<file path="config.mk">
export PLATFORM = sky130hd
export DESIGN_NAME = poly_voice_allocator
export DESIGN_NICKNAME = d
export VERILOG_FILES = /design/src/rtl/poly_voice_allocator_pkg.sv /design/src/rtl/poly_voice_allocator_key_event_detector.sv /design/src/rtl/poly_voice_allocator.sv
export SDC_FILE = /design/constraint.sdc
export NUM_CORES = 1
export LEC_CHECK = 0
export BUFFER_PORTS_ARGS = -buffer_cell sky130_fd_sc_hd__buf_4
export CAP_MARGIN = 0
export CORE_MARGIN = 2
export CORE_UTILIZATION = 40
export CTS_BUF_LIST = sky130_fd_sc_hd__clkbuf_8
export DETAILED_ROUTE_END_ITERATION = 10
export PLACE_DENSITY = 0.61
export REMOVE_ABC_BUFFERS = 1
export SYNTH_ARGS = -nofsm -noshare
export SYNTH_HDL_FRONTEND = slang
export SYNTH_SLANG_ARGS = --single-unit
</file>
<file path="constraint.sdc">
create_clock -name clk -period 18.15 [get_ports clk]
set_input_delay 3.63 -clock clk [delete_from_list [all_inputs] [get_ports clk]]
set_output_delay 3.63 -clock clk [all_outputs]
set_load 0.01 [all_outputs]
</file>
<file path="src/rtl/poly_voice_allocator_pkg.sv">
// Shared types and width helpers for the polyphonic voice allocator.
//   evt_kind_e  : note-off / note-on tag carried by each outgoing event
//   clog2_min1  : ceil(log2(n)) clamped to at least one bit
package poly_voice_allocator_pkg;

    typedef enum logic {
        EVT_OFF = 1'b0,
        EVT_ON  = 1'b1
    } evt_kind_e;

    // Index width for n items; a single item still needs a one-bit field.
    function automatic int unsigned clog2_min1(input int unsigned n);
        int unsigned w;
        w = $clog2(n);
        return (w == 0) ? 1 : w;
    endfunction

endpackage

</file>
<file path="src/rtl/poly_voice_allocator_key_event_detector.sv">
// Key edge capture and pending-event bookkeeping.
//   clk, rst          : clock, async active-high reset
//   keys_i            : debounced key levels
//   i_consume         : issue slot is open this cycle; the current pick is retired
//   o_pick_valid_c    : some key has a pending event
//   o_pick_rel_c      : pick is a release (releases always win over presses)
//   o_pick_key_c      : lowest-index key of the winning class
module key_event_detector
    import poly_voice_allocator_pkg::*;
#(
    parameter int unsigned NUM_KEYS = 12,
    parameter int unsigned KEY_W    = 4
) (
    input  logic                clk,
    input  logic                rst,
    input  logic [NUM_KEYS-1:0] keys_i,
    input  logic                i_consume,
    output logic                o_pick_valid_c,
    output logic                o_pick_rel_c,
    output logic [KEY_W-1:0]    o_pick_key_c
);

    logic [NUM_KEYS-1:0] r_keys_q;
    logic [NUM_KEYS-1:0] r_press_pend;
    logic [NUM_KEYS-1:0] r_rel_pend;

    logic [NUM_KEYS-1:0] w_rise;
    logic [NUM_KEYS-1:0] w_fall;
    logic [NUM_KEYS-1:0] w_src;
    logic [NUM_KEYS-1:0] w_take;
    logic [NUM_KEYS-1:0] w_take_press;
    logic [NUM_KEYS-1:0] w_take_rel;
    logic [NUM_KEYS-1:0] w_press_left;
    logic [NUM_KEYS-1:0] w_rel_left;

    assign w_rise = keys_i & ~r_keys_q;
    assign w_fall = ~keys_i & r_keys_q;

    // Releases first, then presses; lowest key index within the class.
    assign o_pick_rel_c   = |r_rel_pend;
    assign w_src          = o_pick_rel_c ? r_rel_pend : r_press_pend;
    assign o_pick_valid_c = |w_src;

    always_comb begin
        o_pick_key_c = '0;
        for (int k = NUM_KEYS - 1; k >= 0; k--) begin
            if (w_src[k]) begin
                o_pick_key_c = KEY_W'(k);
            end
        end
    end

    assign w_take       = (i_consume && o_pick_valid_c) ? (NUM_KEYS'(1) << o_pick_key_c) : '0;
    assign w_take_press = o_pick_rel_c ? '0 : w_take;
    assign w_take_rel   = o_pick_rel_c ? w_take : '0;
    assign w_press_left = r_press_pend & ~w_take_press;
    assign w_rel_left   = r_rel_pend & ~w_take_rel;

    // A fall cancels a press that has not been issued yet; a press issued
    // this very cycle already owns a voice, so its fall becomes a release.
    always_ff @(posedge clk or posedge rst) begin
        if (rst) begin
            r_keys_q     <= '0;
            r_press_pend <= '0;
            r_rel_pend   <= '0;
        end else begin
            r_keys_q     <= keys_i;
            r_press_pend <= (w_press_left & ~w_fall) | w_rise;
            r_rel_pend   <= w_rel_left | (w_fall & ~w_press_left);
        end
    end

endmodule

</file>
<file path="src/rtl/poly_voice_allocator.sv">
// Polyphonic voice allocator: key edges in, note-on/off events out over valid/ready,
// with the oldest voice stolen when all voices are busy.
//   clk, rst      : clock, async active-high reset
//   keys_i        : debounced key levels, 1 = held
//   voice_active  : per-voice sounding flag
//   voice_key     : per-voice key index, voice v at [v*KEY_W +: KEY_W]
//   evt_valid/evt_ready : event handshake
//   evt_on, evt_key, evt_voice, evt_steal : event payload
module poly_voice_allocator
    import poly_voice_allocator_pkg::*;
#(
    parameter int unsigned NUM_KEYS   = 12,
    parameter int unsigned NUM_VOICES = 4,
    parameter int unsigned AGE_W      = 8,
    localparam int unsigned KEY_W     = clog2_min1(NUM_KEYS),
    localparam int unsigned VOICE_W   = clog2_min1(NUM_VOICES)
) (
    input  logic                        clk,
    input  logic                        rst,
    input  logic [NUM_KEYS-1:0]         keys_i,
    output logic [NUM_VOICES-1:0]       voice_active,
    output logic [NUM_VOICES*KEY_W-1:0] voice_key,
    output logic                        evt_valid,
    input  logic                        evt_ready,
    output logic                        evt_on,
    output logic [KEY_W-1:0]            evt_key,
    output logic [VOICE_W-1:0]          evt_voice,
    output logic                        evt_steal
);

    logic [NUM_VOICES-1:0] r_active;
    logic [KEY_W-1:0]      r_vkey [NUM_VOICES];
    logic [AGE_W-1:0]      r_age  [NUM_VOICES];
    logic                  r_evt_valid;
    evt_kind_e             r_evt_kind;
    logic [KEY_W-1:0]      r_evt_key;
    logic [VOICE_W-1:0]    r_evt_voice;
    logic                  r_evt_steal;

    logic [NUM_VOICES-1:0] w_active_nxt;
    logic [KEY_W-1:0]      w_vkey_nxt [NUM_VOICES];
    logic [AGE_W-1:0]      w_age_nxt  [NUM_VOICES];
    logic                  w_evt_valid_nxt;
    evt_kind_e             w_evt_kind_nxt;
    logic [KEY_W-1:0]      w_evt_key_nxt;
    logic [VOICE_W-1:0]    w_evt_voice_nxt;
    logic                  w_evt_steal_nxt;

    logic                  w_slot_open;
    logic                  w_pick_valid;
    logic                  w_pick_rel;
    logic [KEY_W-1:0]      w_pick_key;
    logic                  w_hold_found;
    logic [VOICE_W-1:0]    w_hold_v;
    logic                  w_free_found;
    logic [VOICE_W-1:0]    w_free_v;
    logic [VOICE_W-1:0]    w_old_v;
    logic [AGE_W-1:0]      w_old_age;
    logic [VOICE_W-1:0]    w_sel_v;

    assign w_slot_open = !r_evt_valid || evt_ready;

    key_event_detector #(
        .NUM_KEYS (NUM_KEYS),
        .KEY_W    (KEY_W)
    ) u_key_event_detector (
        .clk            (clk),
        .rst            (rst),
        .keys_i         (keys_i),
        .i_consume      (w_slot_open),
        .o_pick_valid_c (w_pick_valid),
        .o_pick_rel_c   (w_pick_rel),
        .o_pick_key_c   (w_pick_key)
    );

    // Voice searches: holder of the picked key, lowest free voice, oldest voice.
    always_comb begin
        w_hold_found = 1'b0;
        w_hold_v     = '0;
        w_free_found = 1'b0;
        w_free_v     = '0;
        for (int v = NUM_VOICES - 1; v >= 0; v--) begin
            if (r_active[v] && (r_vkey[v] == w_pick_key)) begin
                w_hold_found = 1'b1;
                w_hold_v     = VOICE_W'(v);
            end
            if (!r_active[v]) begin
                w_free_found = 1'b1;
                w_free_v     = VOICE_W'(v);
            end
        end
        // Strict compare in ascending order keeps ties on the lowest index.
        w_old_v   = '0;
        w_old_age = r_age[0];
        for (int v = 1; v < NUM_VOICES; v++) begin
            if (r_age[v] > w_old_age) begin
                w_old_v   = VOICE_W'(v);
                w_old_age = r_age[v];
            end
        end
        w_sel_v = w_free_found ? w_free_v : w_old_v;
    end

    // Next voice table and next event.
    always_comb begin
        w_active_nxt    = r_active;
        w_vkey_nxt      = r_vkey;
        w_age_nxt       = r_age;
        w_evt_valid_nxt = r_evt_valid;
        w_evt_kind_nxt  = r_evt_kind;
        w_evt_key_nxt   = r_evt_key;
        w_evt_voice_nxt = r_evt_voice;
        w_evt_steal_nxt = r_evt_steal;

        for (int v = 0; v < NUM_VOICES; v++) begin
            if (r_active[v] && (r_age[v] != '1)) begin
                w_age_nxt[v] = r_age[v] + AGE_W'(1);
            end
        end

        if (w_slot_open) begin
            w_evt_valid_nxt = 1'b0;
            if (w_pick_valid && w_pick_rel) begin
                // A release whose voice was stolen retires silently.
                if (w_hold_found) begin
                    w_evt_valid_nxt = 1'b1;
                    w_evt_kind_nxt  = EVT_OFF;
                    w_evt_key_nxt   = w_pick_key;
                    w_evt_voice_nxt = w_hold_v;
                    w_evt_steal_nxt = 1'b0;
                    for (int v = 0; v < NUM_VOICES; v++) begin
                        if (VOICE_W'(v) == w_hold_v) begin
                            w_active_nxt[v] = 1'b0;
                        end
                    end
                end
            end else if (w_pick_valid) begin
                w_evt_valid_nxt = 1'b1;
                w_evt_kind_nxt  = EVT_ON;
                w_evt_key_nxt   = w_pick_key;
                w_evt_voice_nxt = w_sel_v;
                w_evt_steal_nxt = !w_free_found;
                for (int v = 0; v < NUM_VOICES; v++) begin
                    if (VOICE_W'(v) == w_sel_v) begin
                        w_active_nxt[v] = 1'b1;
                        w_vkey_nxt[v]   = w_pick_key;
                        w_age_nxt[v]    = '0;
                    end
                end
            end
        end
    end

    always_ff @(posedge clk or posedge rst) begin
        if (rst) begin
            r_active    <= '0;
            r_evt_valid <= 1'b0;
            r_evt_kind  <= EVT_OFF;
            r_evt_key   <= '0;
            r_evt_voice <= '0;
            r_evt_steal <= 1'b0;
            for (int v = 0; v < NUM_VOICES; v++) begin
                r_vkey[v] <= '0;
                r_age[v]  <= '0;
            end
        end else begin
            r_active    <= w_active_nxt;
            r_evt_valid <= w_evt_valid_nxt;
            r_evt_kind  <= w_evt_kind_nxt;
            r_evt_key   <= w_evt_key_nxt;
            r_evt_voice <= w_evt_voice_nxt;
            r_evt_steal <= w_evt_steal_nxt;
            r_vkey      <= w_vkey_nxt;
            r_age       <= w_age_nxt;
        end
    end

    assign voice_active = r_active;
    assign evt_valid    = r_evt_valid;
    assign evt_on       = (r_evt_kind == EVT_ON);
    assign evt_key      = r_evt_key;
    assign evt_voice    = r_evt_voice;
    assign evt_steal    = r_evt_steal;

    always_comb begin
        voice_key = '0;
        for (int v = 0; v < NUM_VOICES; v++) begin
            voice_key[v*KEY_W +: KEY_W] = r_vkey[v];
        end
    end

endmodule
</file>
==> impl_metrics.tcl, run 1 <==
set metrics [dict create \
    yosysWarningCount 0 \
    core_area_sq_mm 0.0140 \
    cp_top_family "compound AO/OA/AOI/OAI gates" \
    finalPower_mw 1.15 \
    wl_met3_um 470 \
    r2r_end "voice_key[2]" \
    avgSynthCellArea_sq_um 9.70 \
    avgRoutedWirePerCell_um 17.5 \
    cp.arrival_ps 7470 \
    seq_area_sq_mm 0.00243 \
    crit_chain "ha_1, nor2b_1, o21a_1, o21a_1, o21ai_0, a31oi_1, mux2_2, ha_1, nor2b_1, o21a_1, o21a_1, o21ai_0, a31oi_1, mux2_2, ha_1, nor2b_1, o21a_1, o21a_1, o21ai_0, a211oi_1, o41ai_1, nand2_1, nor2_1, mux2_2" \
    top_layer_used "met4" \
    hold_ws_ps 506 \
    overflow 0 \
    firstDrtPassIters 4 \
    slew_violations 0 \
    cts_htree_levels 3 \
    synth_ff_type "dfrtp_1" \
    cts_buffers 9 \
    crit_buf_inv 0 \
    rsz0062_at_grt "no" \
    gp_congestion 0.892 \
    cts.sinks 97 \
    critPathCaptureType "register" \
    r2r_setup_slack_ps 10970 \
    route.vias.total 4646 \
    clkTransAtPathRegs_ps 100 \
    syn-instance-count 594 \
    p_int_mw 0.648 \
    netlist_area_sq_mm 0.00576 \
    cp-start-kind "register" \
    final_util 0.466 \
    grt_max_degree 65 \
    hold_class "reg2reg" \
    cts_tree "yes" \
    crit_type "reg2reg" \
    start_util 0.412 \
    wl_met2_mm 7.15 \
    cpMaxStageDelayCell "a31oi_1" \
    hp-start "evt_on" \
    p_switching_mw 0.501 \
    seqPwrFrac 0.290 \
    crit_start "r_age[17]" \
    drt_wl_total_mm 14.4 \
    final_layout_size_suffix_gt1_frac 0.173 \
    io_pins 44 \
    clock_path_buffers 2 \
    chipWidth_um 124 \
    drc_errors 0 \
    die-area_sq_mm 0.0154 \
    swShare 0.436 \
    cts_root_buf "clkbuf_8" \
    fmax_mhz 139 \
    max_cap_violations 0 \
    outcome "finished clean" \
    slew_headroom 0.269 \
    wirelength_met1_mm 6.42 \
    track_usage 0.204 \
    power.leakage_nw 2.79 \
    n_fill_cell 1390 \
    postCtsSetupBuffers 0 \
    ys_types 61 \
    slowest_delay_ps 820 \
    drt_iter0_markers 220 \
    die_y_um 124 \
    viasPerCell 5.65 \
    final_cells 822 \
    grt_pass1_wl_mm 24.1 \
    clkPwrFrac 0.140 \
    setup_viol 0 \
    power_density_mw_per_mm2 176 \
    antenna_found_initial 0 \
    tightestPinTransition_ps 1090 \
    fin_skew_ps 18.1 \
    antenna_left 0 \
    area_growth_syn_to_layout_pct 13.0 \
    post-dp-hpwl_mm 11.0 \
    crit_required_ps 18440 \
    yosysSeqAreaShare 0.421 \
    clock_latency_ps 390 \
    multiInputGateArea_sq_mm 0.00314 \
    cp_max_fo 12 \
    combPwrFrac 0.569 \
    period_needed_ps 7180 \
    synth_edf_count 0 \
    rows 43 \
    grt_pass1_vias 4711 \
    fin_tns_setup_ps 0 \
    r2r_start "r_age[17]" \
    cts_hold_buffers 0 \
    final_net_count 680 \
    r2r.worst_path.cells 24 \
    post-place-cells 806 \
    post_cts_resized 0 \
    layout_common_cells "dfrtp_1, nor2_1, buf_4" \
    async_reset_ff_frac 1.00 \
    synth_seq_cells 97 \
    min_to "evt_on" \
    peakVddDrop_mv 0.0834 \
    path_common_cell "o21a_1" \
    port_buffers 43 \
    hold_depth 1 \
    antennaDiodeCount 0 \
    period_share 0.396 \
    final_common_cell "dfrtp_1" \
    hold_viol 0 \
]
==> cell type report <==
cell class,instances,area share
clock inverters,6,0.0138
clock buffers,10,0.0211
well taps,180,0.0346
repair buffers,48,0.0553
inverters,34,0.0200
multi-input cells,447,0.483
flip-flops and latches,97,0.373
==> worst register-to-register path, cell delays in order (launching register included) <==
cell,delay (ps)
dfrtp_1,460
ha_1,330
nor2b_1,150
o21a_1,120
o21a_1,100
o21ai_0,60
a31oi_1,820
mux2_2,440
ha_1,190
nor2b_1,110
o21a_1,120
o21a_1,100
o21ai_0,60
a31oi_1,750
mux2_2,430
ha_1,300
nor2b_1,140
o21a_1,160
o21a_1,160
o21ai_0,140
a211oi_1,110
o41ai_1,710
nand2_1,100
nor2_1,650
mux2_2,410
==> cell usage after synthesis (6+ instances only) <==
cell,n,area share
nand2b_1,16,0.017
o21ai_0,35,0.030
nand2_1,29,0.019
a41oi_1,7,0.011
dfrtp_1,97,0.42
or2_2,6,0.0065
xor2_1,7,0.011
a21oi_1,12,0.010
a211oi_1,8,0.010
a21o_1,8,0.010
nor3_1,11,0.0096
mux2i_1,12,0.021
nor2_1,64,0.042
nand3_1,21,0.018
nand4_1,12,0.013
inv_1,34,0.022
ha_1,28,0.061
nor2b_1,14,0.015
xnor2_1,25,0.038
o21a_1,14,0.018
clkbuf_1,13,0.0085
mux2_2,28,0.055
nor4_1,6,0.0065
==> kinds of logic after synthesis <==
| family | synth area share |
|---|---|
| compound gates | 0.163 |
| buf+inv | 0.0332 |
| xor+xnor | 0.0486 |
| mux | 0.0756 |
| flops | 0.421 |
| fa+ha+maj | 0.0695 |
| simple gates | 0.189 |
==> registers in the layout, summed over array words and instances, names as in the netlist <==
register / cells
evt_key: 4
evt_voice: 2
voice_key: 16
u_key_event_detector.r_press_pend: 12
r_age: 32
u_key_event_detector.r_keys_q: 12
voice_active: 4
evt_valid: 1
u_key_event_detector.r_rel_pend: 12
evt_steal: 1
evt_on: 1
==> worst max path at each step <==
stage / end / slack (ps) / cells past startpoint
2_1_floorplan: voice_key[0] / 11890 / 24
3_3_place_gp: voice_key[1] / 11140 / 24
3_5_place_dp: voice_key[3] / 10900 / 24
4_1_cts: voice_key[3] / 10890 / 25
5_1_grt: voice_key[0] / 10160 / 25
6_report: voice_key[2] / 10970 / 24
==> power groups by stage <==
stage	Clock [mW]	Sequential (mW)	Combinational (mW)
finish	0.161	0.333	0.654
CTS	0.166	0.332	0.652
global placement	0	0.335	0.625
detailed placement	0	0.337	0.649
global route	0.174	0.342	0.739
floorplan	0	0.316	0.490
==> metal layers <==
layer  vias up  global-route usage
met2        78               0.356
met5         -                   0
met4         0              0.0758
li1       2252                   -
met3        24              0.0421
met1      2292               0.248
==> per-stage QoR <==
| stage | setup WS, ps | area [sq um] |
|---|---|---|
| 6_report | 10970 | 6520 |
| 5_1_grt | 10160 | 6520 |
| 4_1_cts | 10890 | 6520 |
| 3_5_place_dp | 10900 | 6290 |
| 3_3_place_gp | 11140 | 6290 |
| 2_1_floorplan | 11890 | 5700 |
Note: power is estimated with default switching activity, not from simulation.
==> inputs of run 2 (changes only) <==
==> constraint.sdc (replaced) <==
create_clock -name clk -period 7.45 [get_ports clk]
set_input_delay 1.49 -clock clk [delete_from_list [all_inputs] [get_ports clk]]
set_output_delay 1.49 -clock clk [all_outputs]
set_load 0.01 [all_outputs]
==> impl_metrics.tcl, run 2 (synthesis results as in run 1) <==
set metrics [dict create \
    outcome "finished clean" \
    clock_latency_ps 380 \
    cp.arrival_ps 7030 \
    grt_pass1_wl_mm 23.4 \
    cts.sinks 97 \
    post-dp-hpwl_mm 10.8 \
    chipWidth_um 124 \
    antenna_found_initial 0 \
    max_cap_violations 0 \
    slew_violations 0 \
    final_layout_size_suffix_gt1_frac 0.173 \
    period_needed_ps 6760 \
    postCtsSetupBuffers 0 \
    antenna_left 0 \
    cts_htree_levels 3 \
    worst_slack_ps 693 \
    crit_cells 24 \
    path_common_cell "o21a_1" \
    fmax_mhz 148 \
    port_buffers 43 \
    hold_depth 1 \
    crit_buf_inv 0 \
    grt_max_degree 66 \
    seq_area_sq_mm 0.00243 \
    fin_tns_setup_ps 0 \
    post-place-cells 806 \
    overflow 0 \
    die_y_um 124 \
    core_area_sq_mm 0.0140 \
    crit_chain "ha_1, nor2b_1, o21a_1, o21a_1, o21ai_0, a31oi_2, mux2_2, ha_1, nor2b_1, o21a_1, o21a_1, o21ai_0, a31oi_2, mux2_2, ha_1, nor2b_1, o21a_1, o21a_1, o21ai_0, a211oi_1, nor2_1, a41oi_1, nor2_1, mux2_2" \
    multiInputGateArea_sq_mm 0.00316 \
    r2r_start "r_age[17]" \
    critPathCaptureType "register" \
    die-area_sq_mm 0.0154 \
    cp-start-kind "register" \
    route.vias.total 4603 \
    fin_skew_ps 7.12 \
    slew_headroom 0.287 \
    crit_start "r_age[17]" \
    drt_wl_total_mm 14.3 \
    final_net_count 680 \
    track_usage 0.198 \
    start_util 0.412 \
    cp_max_fo 12 \
    viasPerCell 5.61 \
    crit_required_ps 7720 \
    crit_type "reg2reg" \
    cp_top_family "compound AO/OA/AOI/OAI gates" \
    r2r_end "voice_key[2]" \
    cts_tree "yes" \
    power.leakage_nw 2.78 \
    clkTransAtPathRegs_ps 90 \
    avgRoutedWirePerCell_um 17.5 \
    n_fill_cell 1382 \
    antennaDiodeCount 0 \
    cts_buffers 9 \
    r2r.worst_path.cells 24 \
    final_cells 821 \
    rsz0062_at_grt "no" \
    rows 43 \
    largest_register "r_age" \
    tightestPinTransition_ps 1060 \
    grt_pass1_vias 4487 \
    cp-endpoint "voice_key[2]" \
    hold_class "reg2reg" \
    gp_congestion 0.887 \
    cts_hold_buffers 0 \
    place_ws_ps 252 \
    io_pins 44 \
    period_share 0.907 \
    setup_viol 0 \
    slowest_delay_ps 920 \
    cpMaxStageDelayCell "nor2_1" \
    final_common_cell "dfrtp_1" \
    hold_viol 0 \
    drt_iter0_markers 207 \
    hold_ws_ps 495 \
    layout_common_cells "dfrtp_1, nor2_1, buf_4" \
    firstDrtPassIters 4 \
    drc_errors 0 \
    largest_register_ffs 32 \
    r2r_setup_slack_ps 690 \
    power_density_mw_per_mm2 422 \
    peakVddDrop_mv 0.147 \
    area_growth_syn_to_layout_pct 12.6 \
    clock_path_buffers 2 \
    cts_root_buf "clkbuf_8" \
]
==> run 2: cell types whose count changed in the layout (fill, tap and decap cells not counted) <==
| cell | before | now |
|---|---|---|
| inv_1 | 33 | 34 |
| clkbuf_8 | 10 | 13 |
| inv_6 | 1 | 0 |
| bufinv_16 | 2 | 0 |
| clkinv_2 | 1 | 0 |
| a31oi_2 | 0 | 2 |
| a31oi_1 | 5 | 3 |
| clkinvlp_4 | 1 | 0 |
==> run 2: area by class of cell <==
class,count,share of cell area
Sequential cell,97,0.374
Multi-Input combinational cell,447,0.486
Clock inverter,2,0.00193
Timing Repair Buffer,48,0.0555
Inverter,34,0.0200
Clock buffer,13,0.0276
Tap cell,180,0.0347
==> run 2: timing repair <==
action	CTS	global route
endpoints found under the hold margin	0	0
setup endpoints to repair	0	50
resized for setup	0	2
==> run 2: metrics by stage <==
stage	area [sq um]	utilization	power [mW]
2_1_floorplan	5700	-	1.96
4_1_cts	6480	0.463	2.74
3_3_place_gp	6290	0.449	2.37
5_1_grt	6490	0.464	2.99
6_report	6490	0.464	2.74
3_5_place_dp	6290	0.449	2.39
==> run 2: worst min path at each step <==
stage          slack (ps)                               endpoint                              start
6_report              500                                 evt_on                             evt_on
5_1_grt               540                              evt_steal                          evt_steal
4_1_cts               500                                 evt_on                             evt_on
3_5_place_dp          480                                 evt_on                             evt_on
3_3_place_gp          470                                 evt_on                             evt_on
2_1_floorplan         490  u_key_event_detector.r_press_pend[11]  u_key_event_detector.r_keys_q[11]
==> run 2: where the power goes <==
| part | switching (mW) | internal [mW] |
|---|---|---|
| Combinational | 0.857 | 0.735 |
| Sequential | 0.161 | 0.646 |
| Clock | 0.184 | 0.156 |
| Total | 1.20 | 1.54 |
==> run 2: routing by layer <==
metal	GRT usage	vias up	part of all wire	wire [um]
li1	-	2244	-	-
met1	0.252	2265	0.46	6570
met2	0.335	74	0.49	7010
met3	0.0467	20	0.030	424
met4	0.0604	0	0.023	332
met5	0	-	0	0
